$ cat config.mk
export PLATFORM = sky130hd
export DESIGN_NAME = dnn2ami_req_arbiter
export DESIGN_NICKNAME = d
export VERILOG_FILES = /design/src/rtl/dnn2ami_req_arbiter.sv
export SDC_FILE = /design/constraint.sdc
export NUM_CORES = 1
export LEC_CHECK = 0
export BUFFER_PORTS_ARGS = -buffer_cell sky130_fd_sc_hd__clkbuf_2
export CORE_AREA = 2 2 615 617
export CTS_CLUSTER_SIZE = 8
export DETAILED_ROUTE_END_ITERATION = 12
export DIE_AREA = 0 0 617 619
export GPL_TIMING_DRIVEN = 1
export HOLD_SLACK_MARGIN = 0.06
export PLACE_DENSITY = 0.3
export SETUP_SLACK_MARGIN = 0.5
export SLEW_MARGIN = 5
export SYNTH_ARGS = -nofsm -noshare
export SYNTH_HDL_FRONTEND = slang
export SYNTH_SLANG_ARGS = --single-unit
$ cat constraint.sdc
create_clock -name clk -period 2.7 [get_ports clk]
set_input_delay 0.405 -clock clk [delete_from_list [all_inputs] [get_ports clk]]
set_output_delay 0.405 -clock clk [all_outputs]
set_load 0.02 [all_outputs]
$ cat src/rtl/dnn2ami_req_arbiter.sv
// Two-source (read/write) arbiter in front of one AMI request port.
// Burst-limited ownership with a one-entry registered output slot.
`ifndef AMI_REQUEST_BUS_WIDTH
`define AMI_REQUEST_BUS_WIDTH 512
`endif

module dnn2ami_req_arbiter #(
  parameter int REQ_W     = `AMI_REQUEST_BUS_WIDTH,
  parameter int MAX_BURST = 8,
  parameter int CNT_W     = 16
) (
  input  logic             clk,
  input  logic             rst_n,
  input  logic             rd_reqValid,
  input  logic [REQ_W-1:0] rd_reqOut,
  output logic             rd_grant,
  input  logic             wr_reqValid,
  input  logic [REQ_W-1:0] wr_reqOut,
  output logic             wr_grant,
  output logic             mem_reqValid,
  output logic [REQ_W-1:0] mem_reqOut,
  input  logic             mem_grant,
  output logic [CNT_W-1:0] rd_issued,
  output logic [CNT_W-1:0] wr_issued,
  output logic             arb_idle
);

  localparam logic [1:0] ST_IDLE = 2'd0;
  localparam logic [1:0] ST_RD   = 2'd1;
  localparam logic [1:0] ST_WR   = 2'd2;
  localparam logic       OWN_RD  = 1'b0;
  localparam logic       OWN_WR  = 1'b1;
  localparam logic [7:0] BURST_MAX = 8'(MAX_BURST);

  logic             out_valid_q, out_valid_d;
  logic [REQ_W-1:0] out_data_q, out_data_d;
  logic [1:0]       state_q, state_d;
  logic [7:0]       burst_q, burst_d, burst_inc;
  logic             last_q, last_d;
  logic [CNT_W-1:0] rd_cnt_q, rd_cnt_d;
  logic [CNT_W-1:0] wr_cnt_q, wr_cnt_d;
  logic             slot_free;
  logic             pick_rd, pick_wr;
  logic             gnt_rd, gnt_wr;

  // Gating with rst_n keeps grants low for the whole reset window.
  assign slot_free = rst_n && (!out_valid_q || mem_grant);
  assign burst_inc = (burst_q >= BURST_MAX) ? BURST_MAX : burst_q + 8'd1;

  always_comb begin
    pick_rd = 1'b0;
    pick_wr = 1'b0;
    if (rd_reqValid && !wr_reqValid) begin
      pick_rd = 1'b1;
    end else if (!rd_reqValid && wr_reqValid) begin
      pick_wr = 1'b1;
    end else if (rd_reqValid && wr_reqValid) begin
      case (state_q)
        ST_RD: begin
          if (burst_q < BURST_MAX) pick_rd = 1'b1;
          else                     pick_wr = 1'b1;
        end
        ST_WR: begin
          if (burst_q < BURST_MAX) pick_wr = 1'b1;
          else                     pick_rd = 1'b1;
        end
        default: begin
          // Fresh tie goes to whoever did not own the port last.
          if (last_q == OWN_WR) pick_rd = 1'b1;
          else                  pick_wr = 1'b1;
        end
      endcase
    end
  end

  assign gnt_rd = slot_free && pick_rd;
  assign gnt_wr = slot_free && pick_wr;

  always_comb begin
    state_d     = state_q;
    burst_d     = burst_q;
    last_d      = last_q;
    out_valid_d = out_valid_q;
    out_data_d  = out_data_q;
    if (slot_free) begin
      out_valid_d = gnt_rd || gnt_wr;
      if (gnt_rd) begin
        state_d    = ST_RD;
        last_d     = OWN_RD;
        burst_d    = (state_q == ST_RD) ? burst_inc : 8'd1;
        out_data_d = rd_reqOut;
      end else if (gnt_wr) begin
        state_d    = ST_WR;
        last_d     = OWN_WR;
        burst_d    = (state_q == ST_WR) ? burst_inc : 8'd1;
        out_data_d = wr_reqOut;
      end else begin
        state_d = ST_IDLE;
        burst_d = 8'd0;
      end
    end
  end

  assign rd_cnt_d = rd_cnt_q + CNT_W'(gnt_rd);
  assign wr_cnt_d = wr_cnt_q + CNT_W'(gnt_wr);

  always_ff @(posedge clk or negedge rst_n) begin
    if (!rst_n) begin
      out_valid_q <= 1'b0;
      out_data_q  <= '0;
      state_q     <= ST_IDLE;
      burst_q     <= 8'd0;
      last_q      <= OWN_WR;
      rd_cnt_q    <= '0;
      wr_cnt_q    <= '0;
    end else begin
      out_valid_q <= out_valid_d;
      out_data_q  <= out_data_d;
      state_q     <= state_d;
      burst_q     <= burst_d;
      last_q      <= last_d;
      rd_cnt_q    <= rd_cnt_d;
      wr_cnt_q    <= wr_cnt_d;
    end
  end

  assign rd_grant     = gnt_rd;
  assign wr_grant     = gnt_wr;
  assign mem_reqValid = out_valid_q;
  assign mem_reqOut   = out_data_q;
  assign rd_issued    = rd_cnt_q;
  assign wr_issued    = wr_cnt_q;
  assign arb_idle     = !out_valid_q && !rd_reqValid && !wr_reqValid;

endmodule
==> results.toml, run 1 <==
[outcome]
status = "finished, violations left"
violations = "setup timing"

[power]
clockPowerShare_pct = 20.5
swShare_pct = 41.5
switchingPower_mw = 22.7
p_comb_share_pct = 52.3
p_seq_share_pct = 27.1
cellLeakagePower_nw = 25.7
internal_power_mw = 32.1
ir_drop_mv = 0.506
powerDensity_mw_per_mm2 = 961

[synthesis]
synth_top_cell_by_area = "dfrtp_1"
synthArstFlopShare_pct = 100
yosys_warnings = 0
synth_flop_cell = "dfrtp_1"
ys_seq_elements = 556
synth_enable_flop_cells = 0
ys_types = 43
ys_top_cells_by_area = "dfrtp_1 (50%), mux2_2 (32%), mux2_1 (5.5%)"
synthesis.nets = 2875
synth.top_cell.area_share_pct = 50.3
synthesis.area_mm2 = 0.0276
syn_area_per_cell_um2 = 15.0
synth.yosys.seq_area_share_pct = 50.4
syn_inst = 1836

[global_route]
grt_use_total_pct = 13.6
grt.overflow.total = 0
grt_pass1_wl_um = 334000
antenna_found_initial = 310
grt_max_degree = 110
grt_pass1_vias = 30147

[timing]
maxSlewViolCount = 0
clock.fmax_mhz = 341
worst_pin_slew_ps = 986
relSlewSlack_pct = 34.3
fin_crit_sh_pct = 109
setup_viol = 268
setup_ws_ps = -235
hold_viol_final = 0
skew_ps = 90.4
final.setup.tns_ps = -12860
finalCriticalPeriod_ps = 2930
rsz0062_at_grt = "true"

[cts]
cts_max_level = 3
cts-buffers-inserted = 90
insertion_delay_ps = 830
clkTransAtPathRegs_ps = 60
cts_tree = "built"
clk_path_buf_depth = 4
clock_sinks = 556
root_buffer = "clkbuf_16"

[die]
initial_core_util_pct = 7.37
rows = 225
die-width_um = 617
die_area_mm2 = 0.382
top_level_ports = 1577
dieHeight_um = 619
core_region_area_mm2 = 0.375

[critical_path]
crit_type = "reg -> out"
cp-end-kind = "output port"
arrival_ps = 2530
slowest_delay_ps = 550
crit_fanout = 3
path_common_cell = "buf_8"
crit_path_top_delay_cell = "or4_4"
required_ps = 2300
startpoint_type = "register"
cpLargestDelayFamily = "simple AND/OR/NAND/NOR gates"
path_buf_inv = 4
crit_path_cell_trace = "or4_4 -> o211ai_4 -> nand3_4 -> buf_8 -> clkinvlp_4 -> buf_6 -> buf_8"

[route]
drc = 0
avgRoutedWirePerCell_um = 28.2
first_iter_violations = 1068
drt-vias-per-instance = 2.94
vias = 28438
postRouteAntennaNets = 0
first_pass_iters = 6
wl_um = 273000

[placed_design]
globalplace.congestion = 0.859
io_buffer_count = 1576
dp_cells = 8377
place_hpwl_um = 233000

[worst_hold_path]
min_path_type = "in -> reg"

[layout]
syn2layout_area_growth_pct = 107
drive_gt1_share_pct = 59.8
utilization_pct = 15.2
layout.nets = 5601
instances_no_fill = 9685

[job]
maxCapViolCount = 0
power by group through the flow:
| stage | Combinational (mW) | Clock, mW | Sequential [mW] |
|---|---|---|---|
| after CTS | 28.7 | 11.9 | 14.9 |
| final | 28.7 | 11.2 | 14.9 |
| after floorplan | 10.1 | 0 | 19.6 |
| after global routing | 30.4 | 12.1 | 15.4 |
| after global placement | 25.9 | 0 | 14.9 |
| after detailed placement | 26.1 | 0 | 15.0 |
cell usage after synthesis (2+ instances only):
library cell  count
mux2_2          788
dfrtp_1         555
mux2_1          136
mux2_4          100
buf_4            46
buf_2            37
buf_6            27
xnor2_1          19
nand3_1          18
nand2_1          16
nor2_1           15
ha_1             10
xor2_1            9
inv_1             8
nor3_1            5
o21ai_0           5
and2_1            4
clkbuf_1          4
nand4_1           4
and4_1            3
a21oi_1           2
a31oi_1           2
and3_1            2
o22ai_1           2
per-layer routing:
layer / part of all wire (%) / track usage, % / up-vias
li1: - / - / 12233
met1: 41 / 16.5 / 14085
met2: 47 / 23.0 / 1388
met3: 7.9 / 4.64 / 574
met4: 2.7 / 2.79 / 158
met5: 0.37 / 0 / -
cells by family after synthesis:
| group | Yosys count | synth area share (%) |
|---|---|---|
| xor+xnor | 28 | 0.889 |
| mux | 1024 | 43.1 |
| compound gates | 21 | 0.544 |
| buf+inv | 122 | 3.19 |
| fa+ha+maj | 10 | 0.453 |
| simple gates | 75 | 1.38 |
| flops | 556 | 50.4 |
state kept, by name, summed over array words and instances, names as in the netlist:
name          count
burst_q           8
last_q            1
mem_reqOut      512
mem_reqValid      1
rd_issued        16
state_q           2
wr_issued        16
metrics by stage:
stage	cell area (um2)	power [mW]	setup WS (ps)	hold WS, ps
floorplan	27800	29.7	75.6	109
CTS	56000	55.5	-413	60.6
global route	56900	57.9	-410	77.5
finish	57000	54.8	-235	116
detailed placement	42300	41.1	-21.4	242
global placement	42300	40.9	-104	242
layout by cell type (no fill, tap or decap), drive strengths merged, types with 3 or more instances in the layout:
master / count
and4: 3
o21ai: 5
dfrtp: 555
ha: 10
clkinv: 8
buf: 135
xnor2: 19
dlygate4sd3: 1018
and2: 4
diode: 87
nand3: 18
nand4: 4
clkbuf: 1712
nor2: 15
xor2: 9
nor3: 5
bufbuf: 4
inv: 8
mux2: 1024
bufinv: 3
nand2: 17
path summary, 6_finish.rpt:
kind,cells after the start,slack [ps],from,end
min in group asynchronous,2,310,rst_n,burst_q[7]$_DFFE_PN0P_
hold / removal,3,120,wr_reqOut[158],mem_reqOut[158]$_DFFE_PN0P_
hold reg to reg,1,480,rd_issued[15]$_DFF_PN0_,rd_issued[15]$_DFF_PN0_
setup reg to reg,9,-130,burst_q[5]$_DFFE_PN0P_,mem_reqOut[464]$_DFFE_PN0P_
max in group asynchronous,4,490,rst_n,mem_reqOut[482]$_DFFE_PN0P_
setup / recovery,7,-230,burst_q[5]$_DFFE_PN0P_,wr_grant
worst reg2reg max path, stage by stage, from the launching register on:
cell and delay (ps):
dfrtp_1 400, or4_4 550, o211ai_4 210, nand3_4 120, buf_8 190, buf_12 140
bufbuf_16 280, buf_4 190, mux2_1 320, mux2_2 260
cell type report:
class                      instances  area (um2)
antenna                           87         218
clock inverter                    13         191
tap                             4994        6250
clock buffer                     121        2420
timing repair buffer            2748       20800
multi-input combinational       1158       13200
inverter                           8        41.3
fill                           42234      318000
sequential                       556       13900
timing repair:
| action | in CTS | in global routing |
|---|---|---|
| resized for setup | 68 | 50 |
| endpoints found under the setup margin | 547 | 827 |
| setup buffers | 23 | 10 |
| pin swaps | 6 | 1 |
| gates cloned | 13 | 23 |
| hold buffers | 1018 | 0 |
| endpoints found under the hold margin | 608 | 0 |
Note: power is estimated with default switching activity, not from simulation.
==> run 2: changes to the inputs <==
--- a/config.mk
+++ b/config.mk
@@ -6,10 +6,10 @@
 export NUM_CORES = 1
 export LEC_CHECK = 0
 export BUFFER_PORTS_ARGS = -buffer_cell sky130_fd_sc_hd__clkbuf_2
-export CORE_AREA = 2 2 615 617
+export CORE_AREA = 2 2 623 625
 export CTS_CLUSTER_SIZE = 8
 export DETAILED_ROUTE_END_ITERATION = 12
-export DIE_AREA = 0 0 617 619
+export DIE_AREA = 0 0 625 627
 export GPL_TIMING_DRIVEN = 1
 export HOLD_SLACK_MARGIN = 0.06
 export PLACE_DENSITY = 0.3
==> run 2 against run 1 <==
The run still ends with setup timing left. Clock power fell by 4%. Flip-flop and latch count did not move. Combinational power rose by 2%. Routed wire length fell by 0.30%. Cell count rose by 0.84%. Sequential power barely moved. Critical path depth rose by 4. Global-route usage fell by 0.30 points. Register-to-register slack got worse by 96 ps. Non-clock buffer count rose by 25. Power rose by 0.54%. Critical endpoint is now mem_reqOut[136]$_DFFE_PN0P_. Largest power group unchanged. Highest routed layer unchanged.
==> results.toml, run 2 (synthesis gave the netlist of run 1 again) <==
[outcome]
status = "finished, violations left"
violations = "setup timing"

[timing]
setup_ws_ps = -226
whs_ps = 148
worst_pin_slew_ps = 832
hold_viol_final = 0
fin_crit_sh_pct = 108
setup_viol = 235
skew_ps = 50.4
maxSlewViolCount = 0
clock.fmax_mhz = 342
relSlewSlack_pct = 44.5
rsz0062_at_grt = "true"
finalCriticalPeriod_ps = 2930

[critical_path]
timing.rr.end = "mem_reqOut[136]$_DFFE_PN0P_"
crit_end = "mem_reqOut[136]$_DFFE_PN0P_"
path_buf_inv = 6
arrival_ps = 3550
crit_path_top_delay_cell = "or4_4"
crit_path_cell_trace = "or4_4 -> o211ai_4 -> nand3_4 -> buf_12 -> buf_6 -> buf_12 -> buf_16 -> buf_4 -> buf_16 -> mux2_2 -> mux2_2"
critical_path.startpoint = "burst_q[4]$_DFFE_PN0P_"
worstRegToRegCells = 11
startpoint_type = "register"
crit_fanout = 11
ff2ff_setup_slack_ps = -230
cpLargestDelayFamily = "buffers and inverters"
cp-end-kind = "register"
r2r-start = "burst_q[4]$_DFFE_PN0P_"
crit_cells = 11
slowest_delay_ps = 560
required_ps = 3320
crit_type = "reg -> reg"

[global_route]
grt_pass1_vias = 30259
grt_pass1_wl_um = 336000
grt_use_total_pct = 13.3
antenna_found_initial = 283
grt.overflow.total = 0
grt_max_degree = 115

[placed_design]
io_buffer_count = 1576
globalplace.congestion = 0.875
dp_cells = 8461
place_hpwl_um = 234000

[route]
first_iter_violations = 1222
drt-vias-per-instance = 2.93
drc = 0
avgRoutedWirePerCell_um = 27.9
vias = 28601
wl_um = 273000
postRouteAntennaNets = 0
first_pass_iters = 5

[cts]
root_buffer = "clkbuf_16"
clkTransAtPathRegs_ps = 50
insertion_delay_ps = 780
clock_sinks = 556
clk_path_buf_depth = 4
cts-buffers-inserted = 89
cts_max_level = 3
cts_tree = "built"

[die]
core_region_area_mm2 = 0.385
die_area_mm2 = 0.392
rows = 228
die-width_um = 625
top_level_ports = 1577
dieHeight_um = 627
initial_core_util_pct = 7.17

[layout]
final_common_cell = "clkbuf_2"
instances_no_fill = 9766
largest_reg_flops = 512
layout.nets = 5625
drive_gt1_share_pct = 60.9
final_cell_mix = "clkbuf_2 (1,573), dlygate4sd3_1 (1,020), mux2_2 (745)"
syn2layout_area_growth_pct = 108
fillers = 43457

[job]
maxCapViolCount = 0

[worst_hold_path]
min_path_type = "in -> reg"

[power]
total_power_mw = 55.1
cellLeakagePower_nw = 26.1
powerDensity_mw_per_mm2 = 957
ir_drop_mv = 0.431
-- run 2: power by group --
part | leakage, nW | internal, mW | switching, mW | total [mW]
Sequential | 6.60 | 12.4 | 2.62 | 15.1
Clock | 1.22 | 6.24 | 4.60 | 10.8
Combinational | 18.2 | 13.6 | 15.6 | 29.2
-- run 2: metal layers --
layer,wire length [um],global-route usage (%),vias up
met5,987,0.247,-
met3,20200,3.93,580
met4,7610,2.90,130
li1,-,-,12288
met1,112000,16.2,14277
met2,131000,22.8,1326
-- run 2: stage by stage --
step           utilization (%)  TNS (ps)  worst slack (ps)  cell area (um2)
6_report                  15.0    -29140              -226            57500
5_1_grt                   14.9    -73400              -371            57400
4_1_cts                   14.6    -42750              -397            56300
3_5_place_dp              11.0         0              25.2            42400
3_3_place_gp              11.0     -5700             -75.8            42400
2_1_floorplan                -         0              75.6            27800
-- run 2: repair_timing --
action | in CTS | in global routing
endpoints found under the hold margin | 571 | 0
cloned | 23 | 19
gates resized for setup | 67 | 124
endpoints found under the setup margin | 547 | 549
pin swaps | 9 | 2
hold buffers | 1020 | 0
buffers inserted | 20 | 12
-- run 2: cell type report --
cell class | count | area [um2] | area share, %
clock buffers | 120 | 2410 | 4.20
inverters | 8 | 41.3 | 0.0718
clock inverters | 8 | 97.6 | 0.170
diodes | 83 | 208 | 0.361
flip-flops and latches | 556 | 13900 | 24.2
multi-input cells | 1158 | 13400 | 23.2
repair buffers | 2773 | 21200 | 36.8
well taps | 5060 | 6330 | 11.0
-- run 2: worst min-delay path by stage --
stage | startpoint | end | slack [ps] | cells past startpoint
2_1_floorplan | rst_n | burst_q[0]$_DFFE_PN0P_ | 110 | 0
3_3_place_gp | rd_issued[15]$_DFF_PN0_ | rd_issued[15]$_DFF_PN0_ | 460 | 1
3_5_place_dp | rd_issued[15]$_DFF_PN0_ | rd_issued[15]$_DFF_PN0_ | 470 | 1
4_1_cts | wr_reqOut[249] | mem_reqOut[249]$_DFFE_PN0P_ | 60 | 3
5_1_grt | wr_reqOut[80] | mem_reqOut[80]$_DFFE_PN0P_ | 90 | 3
6_report | wr_reqOut[275] | mem_reqOut[275]$_DFFE_PN0P_ | 150 | 3
-- run 2: tightest hold or removal path: stages --
cell	delay, ps
clkbuf_2	180
mux2_4	170
mux2_2	130
==> run 3: changes to the inputs <==
--- a/config.mk
+++ b/config.mk
@@ -13,6 +13,7 @@
 export GPL_TIMING_DRIVEN = 1
 export HOLD_SLACK_MARGIN = 0.06
 export PLACE_DENSITY = 0.3
+export RECOVER_POWER = 100
 export SETUP_SLACK_MARGIN = 0.5
 export SLEW_MARGIN = 5
 export SYNTH_ARGS = -nofsm -noshare
==> run 3 against run 2 <==
The run still ends with setup timing left. Sequential share of layout area rose by 0.35 points. Utilization fell by 0.22 points. Flip-flop and latch count did not move. Register-to-register slack barely moved. Setup slack improved by 9.5 ps. First-iteration DRC count rose by 4.2%. Routed wire length rose by 0.22%. Critical path depth did not move. Fmax rose by 0.33%. Count of clock-buffer cells in the layout did not move. Largest power group unchanged. Highest routed layer unchanged.
==> results.toml, run 3 (synthesis gave the netlist of run 1 again) <==
[outcome]
status = "finished, violations left"
violations = "setup timing"

[power]
powerDensity_mw_per_mm2 = 953
cellLeakagePower_nw = 24.4
ir_drop_mv = 0.423

[timing]
worst_pin_slew_ps = 1430
finalCriticalPeriod_ps = 2920
maxSlewViolCount = 0
relSlewSlack_pct = 4.98
skew_ps = 51.9
clock.fmax_mhz = 343
whs_ps = 152
setup_ws_ps = -217
hold_viol_final = 0
final.setup.tns_ps = -30210
fin_crit_sh_pct = 108
setup_viol = 259
rsz0062_at_grt = "true"

[cts]
root_buffer = "clkbuf_16"
cts-buffers-inserted = 89
clk_path_buf_depth = 4
clock_sinks = 556
cts_tree = "built"
cts_max_level = 3
insertion_delay_ps = 790
clkTransAtPathRegs_ps = 50

[critical_path]
cp-end-kind = "register"
worstRegToRegCells = 11
startpoint_type = "register"
crit_type = "reg -> reg"
required_ps = 3320
arrival_ps = 3540
crit_fanout = 11

[layout]
fillers = 43676
drive_gt1_share_pct = 49.0
largest_reg_flops = 512
instances_no_fill = 9771
syn2layout_area_growth_pct = 105
final_cell_area_mm2 = 0.0567
layout.nets = 5625
final_cell_mix = "clkbuf_2 (1,032), dlygate4sd3_1 (1,020), mux2_2 (745)"
final_common_cell = "clkbuf_2"

[route]
drt-vias-per-instance = 2.92
postRouteAntennaNets = 0
wl_um = 273000
avgRoutedWirePerCell_um = 28.0
drc = 0
vias = 28564
first_iter_violations = 1273
first_pass_iters = 4

[job]
maxCapViolCount = 0

[global_route]
grt.overflow.total = 0
grt_use_total_pct = 13.3
grt_pass1_vias = 30259
antenna_found_initial = 283
busiest_layer = "met2"
grt_max_degree = 115
use_met3_pct = 3.93
grt_pass1_wl_um = 336000
grt_use_met2_pct = 22.8
grtUsageMet1_pct = 16.2

[die]
core_region_area_mm2 = 0.385
die_area_mm2 = 0.392
die-width_um = 625
initial_core_util_pct = 7.17
rows = 228
top_level_ports = 1577
dieHeight_um = 627

[worst_hold_path]
whs_path_depth = 3
min_path_type = "in -> reg"

[placed_design]
place_hpwl_um = 234000
io_buffer_count = 1576
dp_cells = 8461
globalplace.congestion = 0.875
dpl-instance-area_mm2 = 0.0424
[run 3: routing by layer]
| metal | wire length (um) | up-vias |
|---|---|---|
| met3 | 19600 | 581 |
| met2 | 131000 | 1312 |
| met1 | 113000 | 14248 |
| met5 | 994 | - |
| met4 | 8130 | 130 |
| li1 | - | 12293 |
[run 3: stage by stage]
step           total power, mW  util (%)  setup WS [ps]
3_3_place_gp              41.1      11.0          -75.8
6_report                  54.0      14.7           -217
4_1_cts                   55.4      14.6           -397
5_1_grt                   56.9      14.7           -371
2_1_floorplan             29.7         -           75.6
3_5_place_dp              41.3      11.0           25.2
[run 3: cell type report]
class | count | area (um2) | area share (%)
antenna | 88 | 220 | 0.388
multi-input combinational | 1158 | 13300 | 23.4
tap | 5060 | 6330 | 11.2
clock inverter | 8 | 97.6 | 0.172
inverter | 8 | 41.3 | 0.0728
clock buffer | 120 | 2410 | 4.26
sequential | 556 | 13900 | 24.5
timing repair buffer | 2773 | 20400 | 36.0
[run 3: worst paths after layout]
kind / start / endpoint / slack, ps
worst max register to register: burst_q[4]$_DFFE_PN0P_ / mem_reqOut[136]$_DFFE_PN0P_ / -220
worst min register to register: rd_issued[15]$_DFF_PN0_ / rd_issued[15]$_DFF_PN0_ / 480
min in group asynchronous: rst_n / rd_issued[15]$_DFF_PN0_ / 940
worst max-delay path: burst_q[4]$_DFFE_PN0P_ / mem_reqOut[136]$_DFFE_PN0P_ / -220
worst min-delay path: wr_reqOut[275] / mem_reqOut[275]$_DFFE_PN0P_ / 150
max in group asynchronous: rst_n / mem_reqOut[71]$_DFFE_PN0P_ / 60
[run 3: where the power goes]
group	switching (mW)	total (mW)	internal [mW]
clock network	4.63	10.9	6.24
logic	15.6	28.1	12.5
registers	2.58	15.0	12.4
total	22.8	54.0	31.2
[run 3: timing repair]
| action | in CTS | in global routing |
|---|---|---|
| setup endpoints to repair | 547 | 549 |
| endpoints found under the hold margin | 571 | 0 |
| hold buffers | 1020 | 0 |
| resized for setup | 67 | 124 |
| buffers inserted | 20 | 12 |
| pin swaps | 9 | 2 |
| gates cloned | 23 | 19 |
[run 3: worst max-delay path, cell delays in order (launching register included)]
cell and delay, ps:
dfrtp_1 380, or4_4 560, o211ai_4 210, nand3_4 120
buf_12 160, buf_6 110, buf_12 140, buf_16 150
buf_4 170, buf_16 150, mux2_2 280, mux2_2 260
